## src/rtl/lsu_ctrl.sv

```systemverilog
// Load/store unit controller: byte/half/word accesses to a 1K-word data memory with registered read.
// Optional macro LSU_MISALIGN_TRAP_EN enables misalignment trapping through ERR (default: addresses are force-aligned).
module lsu_ctrl (
   input  logic        clk,
   input  logic        rst_n,
   input  logic        req,
   input  logic        we,
   input  logic [1:0]  size,
   input  logic        sign_ext,
   input  logic [31:0] addr,
   input  logic [31:0] wdata,
   output logic        ready,
   output logic [31:0] rdata,
   output logic        misalign,
   output logic [9:0]  dm_addr,
   output logic [31:0] dm_din,
   output logic        dm_wr,
   input  logic [31:0] dm_dout
);

   localparam logic [2:0] IDLE = 3'd0;
   localparam logic [2:0] RD   = 3'd1;
   localparam logic [2:0] MRG  = 3'd2;
   localparam logic [2:0] WR   = 3'd3;
   localparam logic [2:0] DONE = 3'd4;
   localparam logic [2:0] ERR  = 3'd5;

   logic [2:0]  state_reg, state_next;
   logic        we_reg;
   logic [1:0]  size_reg;
   logic        sign_ext_reg;
   logic [11:0] addr_reg;
   logic [31:0] wdata_reg;
   logic [31:0] rdata_reg;

   logic [11:0] addr_eff;
   logic        mis_req;
   logic [3:0]  be;
   logic [31:0] wlane;
   logic [31:0] merged;
   logic [7:0]  ld_byte;
   logic [15:0] ld_half;
   logic [31:0] ld_val;
   logic        unused_addr_hi;

   assign unused_addr_hi = ^addr[31:12];

`ifdef LSU_MISALIGN_TRAP_EN
   assign mis_req  = (size == 2'b01 && addr[0]) || (size[1] && addr[1:0] != 2'b00);
   assign addr_eff = addr[11:0];
   assign misalign = (state_reg == ERR);
`else
   assign mis_req  = 1'b0;
   always_comb begin
      addr_eff = addr[11:0];
      if (size[1])
         addr_eff[1:0] = 2'b00;
      else if (size[0])
         addr_eff[0] = 1'b0;
   end
   assign misalign = 1'b0;
`endif

   always_comb begin
      state_next = state_reg;
      case (state_reg)
         IDLE: begin
            if (req) begin
               if (mis_req)
                  state_next = ERR;
               else if (we && size[1])
                  state_next = WR;
               else
                  state_next = RD;
            end
         end
         RD:      state_next = we_reg ? MRG : DONE;
         MRG:     state_next = DONE;
         WR:      state_next = DONE;
         DONE:    state_next = IDLE;
         ERR:     state_next = IDLE;
         default: state_next = IDLE;
      endcase
   end

   always_ff @(posedge clk or negedge rst_n) begin
      if (!rst_n) begin
         state_reg    <= IDLE;
         we_reg       <= 1'b0;
         size_reg     <= 2'b00;
         sign_ext_reg <= 1'b0;
         addr_reg     <= 12'd0;
         wdata_reg    <= 32'd0;
         rdata_reg    <= 32'd0;
      end else begin
         state_reg <= state_next;
         if (state_reg == IDLE && req) begin
            we_reg       <= we;
            size_reg     <= size;
            sign_ext_reg <= sign_ext;
            addr_reg     <= addr_eff;
            wdata_reg    <= wdata;
         end
         if (state_reg == RD && !we_reg)
            rdata_reg <= ld_val;
      end
   end

   // The word is already addressed in IDLE so its read data is present during RD,
   // letting rdata be registered at the RD->DONE edge.
   assign dm_addr = (state_reg == IDLE) ? addr[11:2] : addr_reg[11:2];
   assign dm_wr   = (state_reg == MRG) || (state_reg == WR);
   assign ready   = (state_reg == DONE) || (state_reg == ERR);
   assign rdata   = rdata_reg;

   always_comb begin
      if (size_reg[1])
         be = 4'b1111;
      else if (size_reg[0])
         be = addr_reg[1] ? 4'b1100 : 4'b0011;
      else
         be = 4'b0001 << addr_reg[1:0];
   end

   assign wlane = size_reg[1] ? wdata_reg :
                  size_reg[0] ? {2{wdata_reg[15:0]}} : {4{wdata_reg[7:0]}};

   // Word writes have all lanes enabled, so WR reuses the merge path unchanged.
   generate
      for (genvar gi = 0; gi < 4; gi++) begin : g_lane
         assign merged[8*gi +: 8] = be[gi] ? wlane[8*gi +: 8] : dm_dout[8*gi +: 8];
      end
   endgenerate

   assign dm_din = merged;

   assign ld_byte = dm_dout[{addr_reg[1:0], 3'b000} +: 8];
   assign ld_half = addr_reg[1] ? dm_dout[31:16] : dm_dout[15:0];

   always_comb begin
      if (size_reg[1])
         ld_val = dm_dout;
      else if (size_reg[0])
         ld_val = {{16{sign_ext_reg & ld_half[15]}}, ld_half};
      else
         ld_val = {{24{sign_ext_reg & ld_byte[7]}}, ld_byte};
   end

endmodule

```

## config.mk

```make
export PLATFORM = sky130hd
export DESIGN_NAME = lsu_ctrl
export DESIGN_NICKNAME = d
export VERILOG_FILES = /design/src/rtl/lsu_ctrl.sv
export SDC_FILE = /design/constraint.sdc
export NUM_CORES = 1
export LEC_CHECK = 0
export CELL_PAD_IN_SITES_DETAIL_PLACEMENT = 2
export CELL_PAD_IN_SITES_GLOBAL_PLACEMENT = 2
export CORE_MARGIN = 10
export CORE_UTILIZATION = 24
export DETAILED_ROUTE_END_ITERATION = 10
export PLACE_DENSITY = 0.84
export SYNTH_ARGS = -nofsm -noshare
export SYNTH_HDL_FRONTEND = slang
export SYNTH_SLANG_ARGS = --single-unit
```

## constraint.sdc

```tcl
create_clock -name clk -period 2.4 [get_ports clk]
set_input_delay 0.36 -clock clk [delete_from_list [all_inputs] [get_ports clk]]
set_output_delay 0.36 -clock clk [all_outputs]
set_load 0.005 [all_outputs]
```

==> summary.txt <==
Run status
  • Status: complete, but fails checks
  • Failing checks: negative setup slack

STA
  • Fin crit period: 2500 ps
  • Worst-Margin Slew: 589 ps
  • RSZ-0062 raised after global routing: true
  • Final WS setup: -103 ps
  • Final setup viols: 6
  • Hold WS: 446 ps
  • Upper clock frequency limit: 399 MHz
  • Final hold vios: 0
  • Crit share post-route: 104%
  • Max_slew headroom: 60.2%
  • Clock skew: 8.06 ps
  • Max-slew violations: 0

Synth
  • FFs w/ async S/R, synth: 100%
  • Top_reg_cell synth: dfrtp_1
  • Gate Count Post-Synth: 555
  • Post-synth EDFFs: 0
  • Synth Area per Inst: 8.18 um^2
  • Mapped Area: 0.00454 mm^2
  • Cell variety after synth: 31
  • Count leader, synth: nand2_1
  • Syn_nets: 658
  • YS warnings: 0
  • Seq/Total Area, Yosys: 45.8%
  • FF+latch count, synth: 83
  • Commonest cells in the netlist: nand2_1, dfrtp_1, nand3_1
  • Top-area cell type share of the netlist area: 45.8%
  • Largest area contributor in the netlist: dfrtp_1
  • Top post-synthesis cells by area: dfrtp_1, nand2_1, mux2_2, nand3_1, a21oi_1

Pwr
  • Switching fraction of total power: 42.1%
  • Logic pwr share: 58.2%
  • VDD IR max: 509 uV
  • Net Switching: 4180 uW
  • Reg power frac: 27.2%
  • LEAKAGE: 0.00331 uW
  • Internal Power: 5760 uW
  • Clk network pwr share: 14.6%
  • Power Total: 9940 uW
  • Power per cell area: 1360 mW/mm^2

GRT
  • Initial antenna violation count: 0
  • Gr ovfl total: 0
  • Largest net degree at the start of global routing: 50
  • Vias in the first global route: 5588
  • Global-route wire length before repair: 34.7 mm
  • GRT Overall Usage: 18.4%

Run
  • Max Cap Viol: 0

Setup path
  • Setup CP Type: reg2out
  • CP peak stage delay: 550 ps
  • Critical path peak fanout: 7
  • WP buf/inv: 2
  • Critical-path cell list: buf_6 > mux2i_2 > nor2_1 > a21oi_1 > o21ai_1 > clkdlybuf4s50_1
  • WP data required: 2040 ps
  • Crit. End Element: output port
  • Worst path slowest cell: clkdlybuf4s50_1
  • Cell family with most CP delay: buffers and inverters
  • Crit path DAT: 2140 ps
  • Crit path launch type: flip-flop

Route
  • Final ANT Viol Nets: 0
  • Drt first pass iters: 4
  • Wire length per cell: 24.7 um
  • DR iter-0 viols: 333
  • DR vias/cell: 5.04
  • Final wirelength: 24.3 mm
  • Vias post-DR: 4964
  • Residual DRC: 0

Floorplan
  • FP Rows: 50
  • Num ports: 180
  • Floorplan core area: 0.0186 mm^2
  • Die area: 0.0248 mm^2
  • Die Y: 158 um
  • Initial Util: 24.3%
  • Die W: 158 um

Clocking
  • Clk sinks: 83
  • Worst-case clock buffer depth: 2
  • Clock Pin Slew Worst Setup and Hold Paths: 60 ps
  • TritonCTS clock tree: done
  • Total CTS buffers: 9
  • Worst-Skew Late Latency: 350 ps
  • Clk root buf: clkbuf_16
  • H-tree Lvls: 3

Cells and area
  • Layout cells sized above 1: 20.5%
  • Final Instance Area: 0.00729 mm^2
  • Utilization after layout: 39.1%
  • Final Net Count: 849
  • Area Growth Syn to Fin: 60.5%
  • Antenna diode count: 0

Placement
  • Post-DP HPWL: 16.1 mm
  • IO Port Bufs: 158
  • Gpl congestion: 0.842
  • Cell area after placement: 0.00653 mm^2

Hold path
  • HP Class: in2async
==> cell families after synthesis <==
logic type / after synthesis / synth area share, %
muxes: 45 / 10.6
AOI/OAI and AO/OA: 86 / 10.9
buffers and inverters: 45 / 4.27
and+or+nand+nor: 295 / 28.4
DFF: 83 / 45.8
other: 1 / 0.0826
==> timing repair <==
| item | CTS | global route |
|---|---|---|
| setup endpoints to repair | 41 | 32 |
| buffers inserted | 12 | 13 |
| gates resized for setup | 82 | 37 |
| hold buffers | 1 | 0 |
| cloned | 2 | 0 |
| pin swaps | 1 | 2 |
| hold endpoints to repair | 19 | 0 |
==> power groups by stage <==
| stage | sequential (uW) | combinational (uW) | clock, uW |
|---|---|---|---|
| after global placement | 2560 | 4840 | 0 |
| after global routing | 2770 | 6290 | 1550 |
| after CTS | 2630 | 5360 | 1470 |
| final | 2700 | 5780 | 1460 |
| after floorplan | 2430 | 2400 | 0 |
| after detailed placement | 2620 | 5050 | 0 |
==> routing by layer <==
metal | vias to the layer above | share of wire (%) | track usage (%)
li1 | 2237 | - | -
met1 | 2495 | 39 | 22.3
met2 | 188 | 50 | 30.8
met3 | 44 | 7.3 | 4.61
met4 | 0 | 3.1 | 6.86
met5 | - | 0 | 0
==> cell type report <==
cell class,instances,area [um^2]
Clock buffer,13,260
Clock inverter,2,35.0
Fill cell,2067,11400
Inverter,3,11.3
Multi-Input combinational cell,427,2480
Sequential cell,83,2090
Tap cell,234,293
Timing Repair Buffer,222,2120
==> placed cells by master, fill, tap and decap left out, types with 2 or more instances in the layout <==
cell	instances
dfrtp_2	7
buf_4	53
dfrtp_1	76
dlymetal6s2s_1	11
dlygate4sd2_1	19
clkdlybuf4s50_1	124
buf_6	8
a21oi_1	34
nand3_1	49
mux2i_4	8
buf_12	3
nor2b_1	2
clkbuf_8	2
nor2_1	26
mux2i_2	5
o21ai_2	6
o21ai_0	14
nand3b_1	16
mux2_2	26
o21ai_1	14
nand2_1	191
a21oi_2	6
clkbuf_1	2
inv_1	3
a31o_2	7
clkbuf_16	9
mux2i_1	6
==> metrics by stage <==
stage               TNS (ps)  cells  worst slack [ps]
floorplan                  0    555               465
global placement           0    941               123
detailed placement         0    941               110
CTS                     -364    971              -102
global route            -965    984              -155
finish                  -223    984              -103
==> final timing paths <==
kind,slack [ps],endpoint,from,cells past startpoint
worst max-delay path,-100,dm_din[29],size_reg[0]$_DFFE_PN0P_,6
worst max register to register,260,rdata[14]$_DFFE_PN0P_,state_reg[2]$_DFFE_PN0P_,4
worst min register to register,480,wdata_reg[23]$_DFFE_PN0P_,wdata_reg[23]$_DFFE_PN0P_,2
max in group asynchronous,1080,wdata_reg[29]$_DFFE_PN0P_,rst_n,3
min in group clk,480,wdata_reg[23]$_DFFE_PN0P_,wdata_reg[23]$_DFFE_PN0P_,2
worst min-delay path,450,state_reg[2]$_DFFE_PN0P_,rst_n,2
(Power assumes the default switching activity.)
